## src/rtl/mem_port_arbiter_if.sv

```systemverilog
// Requester, memory and pipeline-control signals of the unified memory port arbiter.
// The slave modport is the arbiter's view; master is the surrounding system's view.
interface mem_port_arbiter_if #(
   parameter int ADDR_WIDTH = 32,
   parameter int DATA_WIDTH = 32
);
   // Instruction fetch port
   logic                  i_req;
   logic [ADDR_WIDTH-1:0] i_addr;
   logic [DATA_WIDTH-1:0] i_rdata;
   logic                  i_ack;
   // Load/store port
   logic                  d_req;
   logic                  d_wen;
   logic [ADDR_WIDTH-1:0] d_addr;
   logic [DATA_WIDTH-1:0] d_wdata;
   logic [DATA_WIDTH-1:0] d_rdata;
   logic                  d_ack;
   // Shared memory port
   logic                  m_cs;
   logic                  m_we;
   logic [ADDR_WIDTH-1:0] m_addr;
   logic [DATA_WIDTH-1:0] m_wdata;
   logic [DATA_WIDTH-1:0] m_rdata;
   logic                  m_ack;
   // Pipeline control
   logic                  if_stall;
   logic                  mem_stall;
   logic                  bus_err;

   modport slave (
      input  i_req, i_addr, d_req, d_wen, d_addr, d_wdata, m_rdata, m_ack,
      output i_rdata, i_ack, d_rdata, d_ack, m_cs, m_we, m_addr, m_wdata,
             if_stall, mem_stall, bus_err
   );

   modport master (
      output i_req, i_addr, d_req, d_wen, d_addr, d_wdata, m_rdata, m_ack,
      input  i_rdata, i_ack, d_rdata, d_ack, m_cs, m_we, m_addr, m_wdata,
             if_stall, mem_stall, bus_err
   );
endinterface

```

## src/rtl/mem_port_arbiter.sv

```systemverilog
// Shares one single-ported memory between instruction fetch and load/store:
// data first, bounded data streak while a fetch waits, per-access ack timeout.
module mem_port_arbiter #(
   parameter int ADDR_WIDTH   = 32,
   parameter int DATA_WIDTH   = 32,
   parameter int MAX_D_STREAK = 4,
   parameter int TIMEOUT      = 255
) (
   input  logic              clk,
   input  logic              rst_n,
   mem_port_arbiter_if.slave bus
);
   localparam int STREAK_W = $clog2(MAX_D_STREAK + 1);
   localparam int PORT_I   = 0;
   localparam int PORT_D   = 1;
   localparam logic [STREAK_W-1:0] STREAK_MAX = STREAK_W'(MAX_D_STREAK);
   localparam logic [7:0]          TMO_LAST   = 8'(TIMEOUT - 1);

   typedef enum logic [1:0] {
      IDLE  = 2'd0,
      GNT_I = 2'd1,
      GNT_D = 2'd2
   } state_t;

   state_t                     state_reg, state_next;
   logic                       m_cs_reg, m_cs_next;
   logic                       m_we_reg, m_we_next;
   logic [ADDR_WIDTH-1:0]      m_addr_reg, m_addr_next;
   logic [DATA_WIDTH-1:0]      m_wdata_reg, m_wdata_next;
   logic [1:0]                 ack_reg, ack_next;
   logic [1:0][DATA_WIDTH-1:0] rdata_reg, rdata_next;
   logic [STREAK_W-1:0]        streak_reg, streak_next;
   logic [7:0]                 tmo_reg, tmo_next;
   logic                       bus_err_reg, bus_err_next;

   logic       d_wins;
   logic       gnt_port;
   logic       done;
   logic       timed_out;
   logic [1:0] req;
   logic [1:0] stall;

   assign req       = {bus.d_req, bus.i_req};
   assign d_wins    = bus.d_req && (!bus.i_req || (streak_reg < STREAK_MAX));
   assign gnt_port  = (state_reg == GNT_D);
   // A real ack on the last allowed cycle still wins over the timeout
   assign done      = (state_reg != IDLE) && (bus.m_ack || (tmo_reg == TMO_LAST));
   assign timed_out = (state_reg != IDLE) && !bus.m_ack && (tmo_reg == TMO_LAST);

   always_comb begin
      state_next   = state_reg;
      m_cs_next    = m_cs_reg;
      m_we_next    = m_we_reg;
      m_addr_next  = m_addr_reg;
      m_wdata_next = m_wdata_reg;
      ack_next     = '0;
      rdata_next   = rdata_reg;
      streak_next  = streak_reg;
      tmo_next     = tmo_reg;
      bus_err_next = bus_err_reg;

      unique case (state_reg)
         IDLE: begin
            if (d_wins) begin
               state_next   = GNT_D;
               m_cs_next    = 1'b1;
               m_we_next    = bus.d_wen;
               m_addr_next  = bus.d_addr;
               m_wdata_next = bus.d_wdata;
               tmo_next     = '0;
               if (bus.i_req) begin
                  streak_next = (streak_reg == STREAK_MAX) ? streak_reg
                                                           : streak_reg + STREAK_W'(1);
               end else begin
                  streak_next = '0;
               end
            end else if (bus.i_req) begin
               state_next   = GNT_I;
               m_cs_next    = 1'b1;
               m_we_next    = 1'b0;
               m_addr_next  = bus.i_addr;
               m_wdata_next = '0;
               tmo_next     = '0;
               streak_next  = '0;
            end
         end
         GNT_I, GNT_D: begin
            if (done) begin
               state_next           = IDLE;
               m_cs_next            = 1'b0;
               m_we_next            = 1'b0;
               ack_next[gnt_port]   = 1'b1;
               rdata_next[gnt_port] = (timed_out || m_we_reg) ? '0 : bus.m_rdata;
               if (timed_out) begin
                  bus_err_next = 1'b1;
               end
            end else begin
               tmo_next = tmo_reg + 8'd1;
            end
         end
         default: begin
            state_next = IDLE;
            m_cs_next  = 1'b0;
         end
      endcase
   end

   always_ff @(posedge clk or negedge rst_n) begin
      if (!rst_n) begin
         state_reg   <= IDLE;
         m_cs_reg    <= 1'b0;
         m_we_reg    <= 1'b0;
         m_addr_reg  <= '0;
         m_wdata_reg <= '0;
         ack_reg     <= '0;
         rdata_reg   <= '0;
         streak_reg  <= '0;
         tmo_reg     <= '0;
         bus_err_reg <= 1'b0;
      end else begin
         state_reg   <= state_next;
         m_cs_reg    <= m_cs_next;
         m_we_reg    <= m_we_next;
         m_addr_reg  <= m_addr_next;
         m_wdata_reg <= m_wdata_next;
         ack_reg     <= ack_next;
         rdata_reg   <= rdata_next;
         streak_reg  <= streak_next;
         tmo_reg     <= tmo_next;
         bus_err_reg <= bus_err_next;
      end
   end

   // Stalls are combinational so the pipeline releases in the ack cycle itself
   genvar gi;
   generate
      for (gi = 0; gi < 2; gi++) begin : g_port
         assign stall[gi] = req[gi] & ~ack_reg[gi];
      end
   endgenerate

   assign bus.i_ack     = ack_reg[PORT_I];
   assign bus.d_ack     = ack_reg[PORT_D];
   assign bus.i_rdata   = rdata_reg[PORT_I];
   assign bus.d_rdata   = rdata_reg[PORT_D];
   assign bus.if_stall  = stall[PORT_I];
   assign bus.mem_stall = stall[PORT_D];
   assign bus.m_cs      = m_cs_reg;
   assign bus.m_we      = m_we_reg;
   assign bus.m_addr    = m_addr_reg;
   assign bus.m_wdata   = m_wdata_reg;
   assign bus.bus_err   = bus_err_reg;
endmodule

```

## src/flat_wrapper.sv

```systemverilog
// flat-port wrapper written by rule: the top's interface ports become plain ports
module mem_port_arbiter_flat 
#(
   parameter int ADDR_WIDTH   = 32,
   parameter int DATA_WIDTH   = 32,
   parameter int MAX_D_STREAK = 4,
   parameter int TIMEOUT      = 255
)
  (clk, rst_n, bus_i_req, bus_i_addr, bus_d_req, bus_d_wen, bus_d_addr, bus_d_wdata, bus_m_rdata, bus_m_ack, bus_i_rdata, bus_i_ack, bus_d_rdata, bus_d_ack, bus_m_cs, bus_m_we, bus_m_addr, bus_m_wdata, bus_if_stall, bus_mem_stall, bus_bus_err);
  mem_port_arbiter_if #(.ADDR_WIDTH(ADDR_WIDTH), .DATA_WIDTH(DATA_WIDTH)) bus_i ();
  input  logic clk;
  input  logic rst_n;
  input wire logic [$bits(bus_i.i_req)-1:0] bus_i_req;
  input wire logic [$bits(bus_i.i_addr)-1:0] bus_i_addr;
  input wire logic [$bits(bus_i.d_req)-1:0] bus_d_req;
  input wire logic [$bits(bus_i.d_wen)-1:0] bus_d_wen;
  input wire logic [$bits(bus_i.d_addr)-1:0] bus_d_addr;
  input wire logic [$bits(bus_i.d_wdata)-1:0] bus_d_wdata;
  input wire logic [$bits(bus_i.m_rdata)-1:0] bus_m_rdata;
  input wire logic [$bits(bus_i.m_ack)-1:0] bus_m_ack;
  output wire logic [$bits(bus_i.i_rdata)-1:0] bus_i_rdata;
  output wire logic [$bits(bus_i.i_ack)-1:0] bus_i_ack;
  output wire logic [$bits(bus_i.d_rdata)-1:0] bus_d_rdata;
  output wire logic [$bits(bus_i.d_ack)-1:0] bus_d_ack;
  output wire logic [$bits(bus_i.m_cs)-1:0] bus_m_cs;
  output wire logic [$bits(bus_i.m_we)-1:0] bus_m_we;
  output wire logic [$bits(bus_i.m_addr)-1:0] bus_m_addr;
  output wire logic [$bits(bus_i.m_wdata)-1:0] bus_m_wdata;
  output wire logic [$bits(bus_i.if_stall)-1:0] bus_if_stall;
  output wire logic [$bits(bus_i.mem_stall)-1:0] bus_mem_stall;
  output wire logic [$bits(bus_i.bus_err)-1:0] bus_bus_err;
  assign bus_i.i_req = bus_i_req;
  assign bus_i.i_addr = bus_i_addr;
  assign bus_i.d_req = bus_d_req;
  assign bus_i.d_wen = bus_d_wen;
  assign bus_i.d_addr = bus_d_addr;
  assign bus_i.d_wdata = bus_d_wdata;
  assign bus_i.m_rdata = bus_m_rdata;
  assign bus_i.m_ack = bus_m_ack;
  assign bus_i_rdata = bus_i.i_rdata;
  assign bus_i_ack = bus_i.i_ack;
  assign bus_d_rdata = bus_i.d_rdata;
  assign bus_d_ack = bus_i.d_ack;
  assign bus_m_cs = bus_i.m_cs;
  assign bus_m_we = bus_i.m_we;
  assign bus_m_addr = bus_i.m_addr;
  assign bus_m_wdata = bus_i.m_wdata;
  assign bus_if_stall = bus_i.if_stall;
  assign bus_mem_stall = bus_i.mem_stall;
  assign bus_bus_err = bus_i.bus_err;
  mem_port_arbiter #(.ADDR_WIDTH(ADDR_WIDTH), .DATA_WIDTH(DATA_WIDTH), .MAX_D_STREAK(MAX_D_STREAK), .TIMEOUT(TIMEOUT)) u_core (.clk(clk), .rst_n(rst_n), .bus(bus_i));
endmodule
```

## config.mk

```make
export PLATFORM = sky130hd
export DESIGN_NAME = mem_port_arbiter_flat
export DESIGN_NICKNAME = d
export VERILOG_FILES = /design/src/rtl/mem_port_arbiter_if.sv /design/src/rtl/mem_port_arbiter.sv /design/src/flat_wrapper.sv
export SDC_FILE = /design/constraint.sdc
export NUM_CORES = 1
export LEC_CHECK = 0
export BUFFER_PORTS_ARGS = -buffer_cell sky130_fd_sc_hd__clkbuf_2
export CORE_MARGIN = 8
export CORE_UTILIZATION = 53
export CTS_BUF_LIST = sky130_fd_sc_hd__clkbuf_8
export DETAILED_ROUTE_END_ITERATION = 10
export PLACE_DENSITY = 0.88
export SLEW_MARGIN = 20
export SYNTH_ARGS = -nofsm -noshare
export SYNTH_HDL_FRONTEND = slang
export SYNTH_SLANG_ARGS = --single-unit
export TNS_END_PERCENT = 10
```

## constraint.sdc

```tcl
create_clock -name clk -period 5.6 [get_ports clk]
set_input_delay 1.12 -clock clk [delete_from_list [all_inputs] [get_ports clk]]
set_output_delay 1.12 -clock clk [all_outputs]
set_load 0.005 [all_outputs]
```

==> metrics.md, run 1 <==
| Metric | Value |
|---|---|
| Post-route clock period utilization | 49.25% |
| Synthesized net count | 626 |
| Seq/Total Area, Yosys | 57.83% |
| Synth Area in Compound Gates | 10.99% |
| R2R setup slack | 2950 ps |
| CTS Hold Bufs | 0 |
| Async set-reset flop share out of synthesis | 100.0% |
| Period minus WS final | 2758 ps |
| Post-Syn Instances | 486 |
| CORE AREA | 11810 um2 |
| Die area | 15670 um2 |
| Tot GR Track Use | 20.68% |
| Bufs on Longest Clock Path | 2 |
| Post-Syn Area | 6317 um2 |
| Clk_skew | 5.837 ps |
| Post-CTS Setup Inserts | 0 |
| Total of max-cap violations | 0 |
| WL met2 | 8.184 mm |
| CTS buffer count | 17 |
| Worst vdd ir | 253.5 uV |
| Fillers | 869 |
| Initial DRC Count | 241 |
| Via count | 4774 |
| Chip Width | 125.2 um |
| Unrepaired setup endpoints after global routing | no |
| FP Rows | 40 |
| Leakage | 4.398 nW |
| Area of the multi-input gates | 2476 um2 |
| Count of TritonRoute iterations in the first routing pass | 4 |
| Worst EP required | 4480 ps |
| I/O Buffers | 268 |
| Worst-path fanout max | 8 |
| DR top layer | met4 |
| Total Wirelength | 16.14 mm |
| Number of vias per cell | 5.281 |
| Worst setup path class | primary input to output port |
| Min Hold Slack | 484.0 ps |
| Layout cell share with drive strength beyond 1 | 49.93% |
| Min-delay src | u_core.bus.m_addr[11] |
| Run status | completed |
| Critical path startpoint | bus_i_req |
| Mapped Avg Cell Area | 13.00 um2 |
| Hold path endpoint | u_core.bus.m_addr[11] |
| Final setup violation count | 0 |
| Placed cell areas | 7732 um2 |
| Fin nets | 887 |
| Final HPWL DP | 12.31 mm |
| Clk sink count | 146 |
| Synth Area in Adders | 1.188% |
| R2R Path End | u_core.bus.d_rdata[4] |
| Top Ports | 269 |
| Clock transition at path regs | 70 ps |
| Final Cell Area | 8128 um2 |
| Simple-gate share of the synthesized area | 8.279% |
| P per Cell Area | 514.2 nW/um2 |
| Root Buffer | clkbuf_8 |
| Global route overflow | 0 |
| First-pass GRT wire length | 26.08 mm |
| Syn. warnings | 0 |
| Non-Filler Instances | 904 |
| Worst flop-to-flop path startpoint | u_core.state_reg[0] |
| Commonest register cell after synthesis | dfrtp_1 |
| Crit. End Element | output port |
| Final Hold Violating Endpoints | 0 |
| Max-slew headroom | 29.39% |
| # diodes | 0 |
| GP Congestion | 0.7734 |
| Util after Layout | 68.81% |
| Synth Area in XOR/XNOR | 0% |
| Post-synth EDFFs | 0 |
| Multiplexer share of the synthesized area | 18.20% |
| Worst slew pin tran | 1059 ps |
| Library cells used by synthesis | 43 |
| Fin. max-slew vios | 0 |
| Dpl cells | 875 |
| Vias in the first global route | 5200 |
| # resized after CTS | 0 |
| Routed Antenna Nets | 0 |
| Area growth syn-to-layout | 28.66% |
| DR WL/cell | 17.86 um |
| Critical Path AT | 1640 ps |
| TNS Setup | 0 ps |
| Largest net degree at the start of global routing | 89 |
| CTS H-tree depth | 4 |
| Clock Latency Late Sink | 420 ps |
| Met1 WL | 6.235 mm |
| Hold depth | 2 |
| Initial Utilization | 53.49% |
| CTS tree | done |
| Hold Path Class | register to register |
| WL met3 | 1.218 mm |
| Initial antenna violation count | 0 |
| R2R cell count | 6 |
| F_max | 362.6 MHz |
| Die extent in y | 125.2 um |
| Critical Path Start Type | primary input |
| DRC errors left | 0 |
| Synthesized flop and latch total | 146 |
| Reg area | 3654 um2 |
| Largest family of logic cells by synthesized area | multiplexers |
-- worst max-delay path: stages --
cell and delay [ps]:
clkbuf_2 220, nor2b_1 160, clkbuf_2 130
-- synth_stat cells (2+ instances only) --
cell type  number  area (um2)
a21boi_0        2       15.01
a21oi_1         4       20.02
a22o_1         32       280.3
a32o_1          3       30.03
and2_1         35       219.0
buf_12          3       60.06
buf_2           3       15.01
buf_4           3       22.52
clkbuf_1       21       78.83
dfrtp_1       146        3654
ha_1            6       75.07
inv_1           9       33.78
mux2_2         35       394.1
mux2_4         29       435.4
mux2i_1        32       320.3
nand2_1        43       161.4
nand2b_1        2       12.51
nand3_1         7       35.03
nand4_1         2       12.51
nor2b_1         2       12.51
o211ai_1        4       30.03
o21ai_0        37       185.2
o21ai_1         2       10.01
o31ai_1         3       22.52
or2_2           2       12.51
or3_1           2       12.51
-- where the power goes --
part / internal, mW / switching, mW / total, mW
Combinational: 0.824 / 0.755 / 1.58
Sequential: 1.51 / 0.276 / 1.79
Clock: 0.457 / 0.356 / 0.813
-- metrics by stage --
step	worst slack, ps	total power, mW
floorplan	2987	2.671
global placement	2743	3.306
detailed placement	2636	3.413
CTS	2830	4.243
global route	2722	4.457
finish	2842	4.180
-- routing by layer --
metal | vias up | GRT usage [%]
li1 | 2240 | -
met5 | - | 0
met3 | 36 | 7.395
met2 | 193 | 35.25
met4 | 0 | 10.53
met1 | 2305 | 22.37
-- cells in the final DEF (no fill, tap or decap), drive strengths merged, types with 2 or more instances in the layout --
cell	Yosys	routed
a21boi	2	2
a21oi	5	5
a22o	32	32
a32o	3	3
and2	35	35
and3	2	2
buf	10	6
bufinv	0	2
clkbuf	21	290
clkinv	0	3
dfrtp	146	146
ha	6	6
inv	9	10
mux2	64	64
mux2i	32	32
nand2	43	43
nand2b	2	2
nand3	7	7
nand4	2	2
nor2b	2	2
nor3b	2	2
o211ai	4	4
o21ai	39	39
o31ai	3	3
or2	2	2
or3	2	2
-- how the worst max path moves through the flow --
stage,endpoint
3_3_place_gp,u_core.bus.m_addr[5]
6_report,bus_if_stall
5_1_grt,u_core.bus.d_rdata[4]
3_5_place_dp,u_core.bus.m_addr[6]
4_1_cts,bus_if_stall
2_1_floorplan,bus_if_stall
-- final cells by class --
class                      instances  share of cell area [%]
clock buffer                      23                   3.895
multi-input combinational        300                   30.46
clock inverter                     6                  0.9698
tap                              147                   2.263
sequential                       146                   44.95
inverter                           9                  0.4156
timing repair buffer             273                   17.04
-- logic make-up after synthesis --
logic type                 after synthesis
buffers and inverters                   40
and+or+nand+nor                        100
AOI/OAI and AO/OA                       98
DFF                                    146
adders and majority gates                6
muxes                                   96
Power figures use the tool's default switching activity.
==> run 2, diff against run 1 <==
--- a/config.mk
+++ b/config.mk
@@ -7,10 +7,10 @@
 export LEC_CHECK = 0
 export BUFFER_PORTS_ARGS = -buffer_cell sky130_fd_sc_hd__clkbuf_2
 export CORE_MARGIN = 8
-export CORE_UTILIZATION = 53
+export CORE_UTILIZATION = 45
 export CTS_BUF_LIST = sky130_fd_sc_hd__clkbuf_8
 export DETAILED_ROUTE_END_ITERATION = 10
-export PLACE_DENSITY = 0.88
+export PLACE_DENSITY = 0.79
 export SLEW_MARGIN = 20
 export SYNTH_ARGS = -nofsm -noshare
 export SYNTH_HDL_FRONTEND = slang
==> constraint.sdc (replaced) <==
create_clock -name clk -period 2.2 [get_ports clk]
set_input_delay 0.44 -clock clk [delete_from_list [all_inputs] [get_ports clk]]
set_output_delay 0.44 -clock clk [all_outputs]
set_load 0.005 [all_outputs]
==> run 2 against run 1 <==
Utilization decreased by 8.5 points. Sequential power increased to 2.6 times the previous value. Register-to-register slack got worse by 2800 ps. Critical path type is now register to register.
==> metrics.md, run 2 (synthesis results as in run 1) <==
| Metric | Value |
|---|---|
| Worst vdd ir | 645.4 uV |
| Fin nets | 897 |
| Area growth syn-to-layout | 31.39% |
| TNS Setup | 0 ps |
| Vias in the first global route | 5371 |
| CP Buf/Inv Count | 2 |
| Worst slew pin tran | 566.7 ps |
| Initial Utilization | 45.87% |
| Largest net degree at the start of global routing | 88 |
| Hold Path Class | primary input to register |
| Final HPWL DP | 12.79 mm |
| Unrepaired setup endpoints after global routing | no |
| Max-slew headroom | 62.22% |
| Met1 WL | 6.392 mm |
| I/O Buffers | 268 |
| # diodes | 0 |
| Clk_skew | 16.75 ps |
| Die extent in y | 134.5 um |
| Number of vias per cell | 5.071 |
| Most frequent cells in the layout | clkbuf_2, dfrtp_1, nand2_1 |
| Non-Filler Instances | 947 |
| Dpl cells | 917 |
| Chip Width | 134.5 um |
| F_max | 476.3 MHz |
| CP max stage delay | 510 ps |
| Total of max-cap violations | 0 |
| Critical Path AT | 2410 ps |
| Crit path max-delay family | simple AND/OR/NAND/NOR gates |
| CTS buffer count | 17 |
| Critical Path Start Type | register |
| Fillers | 1152 |
| Die area | 18090 um2 |
| Area of the multi-input gates | 2481 um2 |
| DRC errors left | 0 |
| FP Rows | 43 |
| Root Buffer | clkbuf_8 |
| Final Hold Violating Endpoints | 0 |
| Worst setup path class | register to register |
| First-pass GRT wire length | 27.27 mm |
| Post-route clock period utilization | 95.44% |
| Reg area | 3654 um2 |
| Worst-path fanout max | 23 |
| Tot GR Track Use | 18.66% |
| Period minus WS final | 2100 ps |
| Clock transition at path regs | 80 ps |
| Leading cell type in the layout, fill and taps excluded | clkbuf_2 |
| Fin. max-slew vios | 0 |
| Bufs on Longest Clock Path | 2 |
| Total Wirelength | 16.62 mm |
| Clock Latency Late Sink | 430 ps |
| Run status | completed |
| Via count | 4802 |
| WL met2 | 8.821 mm |
| Leakage | 4.443 nW |
| DR top layer | met4 |
| Top Ports | 269 |
| Initial DRC Count | 246 |
| Layout cell share with drive strength beyond 1 | 50.46% |
| Crit. End Element | register |
| Final setup violation count | 0 |
| Crit-path slowest cell | or3_2 |
| CTS tree | done |
| CTS H-tree depth | 4 |
| GP Congestion | 0.8078 |
| Clk sink count | 146 |
| Global route overflow | 0 |
| P per Cell Area | 1289 nW/um2 |
| CORE AREA | 13770 um2 |
| Count of TritonRoute iterations in the first routing pass | 4 |
| Critical-path cell list | inv_1 > ha_1 > and3_4 > a21oi_4 > or3_2 > buf_12 > mux2_4 |
| Routed Antenna Nets | 0 |
| WL met3 | 1.037 mm |
| DR WL/cell | 17.55 um |
| Worst EP required | 2510 ps |
| Initial antenna violation count | 0 |
[run 2: cell count changes in the layout (fill, tap and decap cells not counted), sizes merged]
cell / delta
buf: +9
dlygate4sd3: +1
clkinvlp: +3
inv: +2
clkbuf: -5
[run 2: area by class of cell]
class                   count  area share, %
flip-flops and latches    146          44.02
multi-input cells         300          29.89
repair buffers            283          18.57
clock buffers              18          2.985
well taps                 180          2.713
clock inverters            11          1.417
inverters                   9         0.4070
[run 2: per-layer routing]
layer,track usage [%],up-vias
met5,0,-
met4,7.424,0
met3,5.906,25
met2,31.87,163
met1,21.29,2355
li1,-,2259
[run 2: path summary, 6_finish.rpt]
| check | startpoint | slack [ps] | endpoint | depth (start not counted) |
|---|---|---|---|---|
| max | u_core.tmo_reg[0] | 100 | u_core.bus.i_rdata[10] | 7 |
| min | bus_d_wdata[21] | 220 | u_core.bus.m_wdata[21] | 2 |
| max reg2reg | u_core.tmo_reg[0] | 100 | u_core.bus.i_rdata[10] | 7 |
| min reg2reg | u_core.bus.bus_err | 480 | u_core.bus.bus_err | 1 |
| max in group asynchronous | rst_n | 1080 | u_core.bus.i_rdata[20] | 3 |
| min in group asynchronous | rst_n | 480 | u_core.bus.d_rdata[9] | 2 |
[run 2: power breakdown]
part	leakage [nW]	switching (mW)	internal, mW
registers	1.86	0.720	3.85
clock network	0.185	0.960	1.01
logic	2.40	1.95	2.21
total	4.44	3.63	7.07
[run 2: repair_timing]
| item | in CTS | in global routing |
|---|---|---|
| setup endpoints to repair | 0 | 32 |
| hold buffers | 1 | 0 |
| hold endpoints to repair | 40 | 0 |
| setup buffers | 0 | 0 |
| resized for setup | 0 | 2 |
[run 2: worst reg2reg max path: cells and delay by family (launching register included)]
family	cells	cell delay (ps)
flops	1	400
simple gates	2	720
buf+inv	2	300
mux	1	320
compound gates	1	90
fa+ha+maj	1	170
[run 2: per-stage QoR]
stage                     util, %  area [um2]  hold WS, ps  setup WS, ps  total power [mW]
final                       60.27        8300        221.9         100.4             10.70
after global routing        60.27        8300        183.3         19.15             11.48
after CTS                   60.20        8292        181.7         53.55             10.86
after detailed placement    57.48        7916        387.5         53.31             8.844
after global placement      57.48        7916        376.9         96.67             8.611
after floorplan                 -        6317        144.4         236.0             6.799
==> run 3, diff against run 2 <==
--- a/config.mk
+++ b/config.mk
@@ -7,11 +7,11 @@
 export LEC_CHECK = 0
 export BUFFER_PORTS_ARGS = -buffer_cell sky130_fd_sc_hd__clkbuf_2
 export CORE_MARGIN = 8
-export CORE_UTILIZATION = 45
-export CTS_BUF_LIST = sky130_fd_sc_hd__clkbuf_8
+export CORE_UTILIZATION = 43
+export CTS_BUF_LIST = sky130_fd_sc_hd__clkbuf_4 sky130_fd_sc_hd__clkbuf_8 sky130_fd_sc_hd__clkbuf_16
 export DETAILED_ROUTE_END_ITERATION = 10
-export PLACE_DENSITY = 0.79
-export SLEW_MARGIN = 20
+export PLACE_DENSITY = 0.73
+export SLEW_MARGIN = 40
 export SYNTH_ARGS = -nofsm -noshare
 export SYNTH_HDL_FRONTEND = slang
 export SYNTH_SLANG_ARGS = --single-unit
==> run 3 against run 2 <==
Worst hold slack gained 10 ps. Clock skew shrank 8.0 ps. Critical path depth is the same. Setup slack lost 31 ps. Fmax shrank 1.4%. Sequential power is essentially flat. Clock-buffer cell count grew 4. Combinational power grew 1%. Cell count grew 1.2%. Clock power grew 73%. Global-route usage shrank 0.67 points. Die area grew 4.1%. Critical path type unchanged.
==> metrics.md, run 3 (synthesis results as in run 1) <==
| Metric | Value |
|---|---|
| Routed Antenna Nets | 0 |
| Total Wirelength | 16.87 mm |
| Worst-path fanout max | 33 |
| TNS Setup | 0 ps |
| Chip Width | 137.2 um |
| Count of TritonRoute iterations in the first routing pass | 4 |
| Min Hold Slack | 232.1 ps |
| Clk_skew | 8.730 ps |
| Clock transition at path regs | 60 ps |
| Fin. max-slew vios | 0 |
| Global route overflow | 0 |
| Root Buffer | clkbuf_16 |
| CTS buffer count | 17 |
| Initial Utilization | 43.80% |
| Clk sink count | 146 |
| DRC errors left | 0 |
| Worst EP required | 2500 ps |
| CTS H-tree depth | 4 |
| Top Ports | 269 |
| Leading cell type in the layout, fill and taps excluded | clkbuf_2 |
| Max-slew headroom | 66.87% |
| Unrepaired setup endpoints after global routing | no |
| Final Hold Violating Endpoints | 0 |
| Number of vias per cell | 5.046 |
| Initial DRC Count | 179 |
| Comb pwr share | 34.5% |
| Worst slew pin tran | 496.9 ps |
| Post-CTS Setup Inserts | 0 |
| Initial antenna violation count | 0 |
| Critical Path AT | 2430 ps |
| Via count | 4834 |
| First-pass GRT wire length | 26.48 mm |
| Clock group share of total power | 28.0% |
| Worst setup path class | register to register |
| I/O Buffers | 268 |
| Sw power | 3.762 mW |
| Post-route clock period utilization | 96.84% |
| Largest net degree at the start of global routing | 60 |
| Vias in the first global route | 5301 |
| Area growth syn-to-layout | 37.24% |
| Bufs on Longest Clock Path | 2 |
| Tot GR Track Use | 17.99% |
| Die extent in y | 137.2 um |
| CORE AREA | 14420 um2 |
| Final setup violation count | 0 |
| P per Cell Area | 1407 nW/um2 |
| Most frequent cells in the layout | clkbuf_2, dfrtp_1, nand2_1 |
| Fin nets | 901 |
| Critical Path Start Type | register |
| Reg power frac | 37.5% |
| Leakage | 4.624 nW |
| Fillers | 1181 |
| DR WL/cell | 17.60 um |
| F_max | 469.4 MHz |
| FP Rows | 44 |
| Clock Latency Late Sink | 420 ps |
| Period minus WS final | 2130 ps |
| Crit. End Element | register |
| Pint | 8.432 mW |
| Final HPWL DP | 12.76 mm |
| CTS tree | done |
| Total of max-cap violations | 0 |
| Run status | completed |
| Overall power | 12.19 mW |
| Worst vdd ir | 636.2 uV |
| # diodes | 0 |
| GP Congestion | 0.8044 |
| Die area | 18830 um2 |
| Switching share of power | 30.85% |
| Layout cell share with drive strength beyond 1 | 51.16% |
| Hold Path Class | primary input to register |
## run 3: cell count changes in the layout (fill, tap and decap cells not counted), moves of 2 or more
| cell | delta |
|---|---|
| clkbuf_8 | -16 |
| bufinv_16 | +5 |
| clkbuf_16 | +17 |
| clkinvlp_4 | -2 |
| buf_4 | +5 |
| inv_1 | -2 |
| clkbuf_4 | +3 |
## run 3: cell type report
class | instances | area (um2) | share of cell area [%]
repair buffers | 287 | 1568 | 18.08
well taps | 184 | 230.2 | 2.656
clock buffers | 22 | 475.5 | 5.484
flip-flops and latches | 146 | 3654 | 42.14
multi-input cells | 300 | 2481 | 28.62
clock inverters | 10 | 227.7 | 2.627
inverters | 9 | 33.78 | 0.3897
## run 3: routing by layer
metal / track usage [%] / share of wire (%) / vias to the layer above
met5: 0 / 0 / -
met4: 9.535 / 3.2 / 0
met3: 5.069 / 6.9 / 41
met2: 30.98 / 52 / 171
met1: 19.84 / 38 / 2341
li1: - / - / 2281
## run 3: power by group through the flow
stage               Combinational, mW  Sequential (mW)  Clock (mW)
finish                           4.21             4.58        3.41
global route                     4.65             4.72        3.58
CTS                              4.29             4.58        3.46
detailed placement               4.29             4.59           0
global placement                 4.11             4.57           0
floorplan                        2.22             4.58           0
## run 3: metrics by stage
stage                     std cells  instance area [um2]  util (%)  setup slack (ps)
final                           958                 8670     60.11             69.57
after global routing            958                 8670     60.11             12.16
after CTS                       958                 8665     60.07             67.14
after detailed placement        925                 7951     55.13             71.71
after global placement          925                 7951     55.13             138.5
after floorplan                 486                 6317         -             236.0
## run 3: worst paths after layout
kind / to / start / slack, ps / cells past startpoint
setup / recovery: u_core.bus.i_rdata[23] / u_core.tmo_reg[0] / 70 / 7
hold / removal: u_core.bus.m_wdata[13] / bus_d_wdata[13] / 230 / 2
setup reg to reg: u_core.bus.i_rdata[23] / u_core.tmo_reg[0] / 70 / 7
hold reg to reg: u_core.bus.m_addr[23] / u_core.bus.m_addr[23] / 480 / 2
max in group asynchronous: u_core.bus.d_rdata[31] / rst_n / 1070 / 3
min in group asynchronous: u_core.bus.d_rdata[5] / rst_n / 490 / 2
## run 3: repair_timing
action / in CTS / in global routing
endpoints found under the hold margin: 37 / 0
resized for setup: 0 / 1
hold buffers: 1 / 0
endpoints found under the setup margin: 0 / 1
## run 3: critical path: stages, from the launching register on
cell     delay [ps]
dfrtp_1         400
inv_1           110
ha_1            170
and3_1          230
a21oi_4          80
or3_2           480
buf_12          220
mux2_4          320
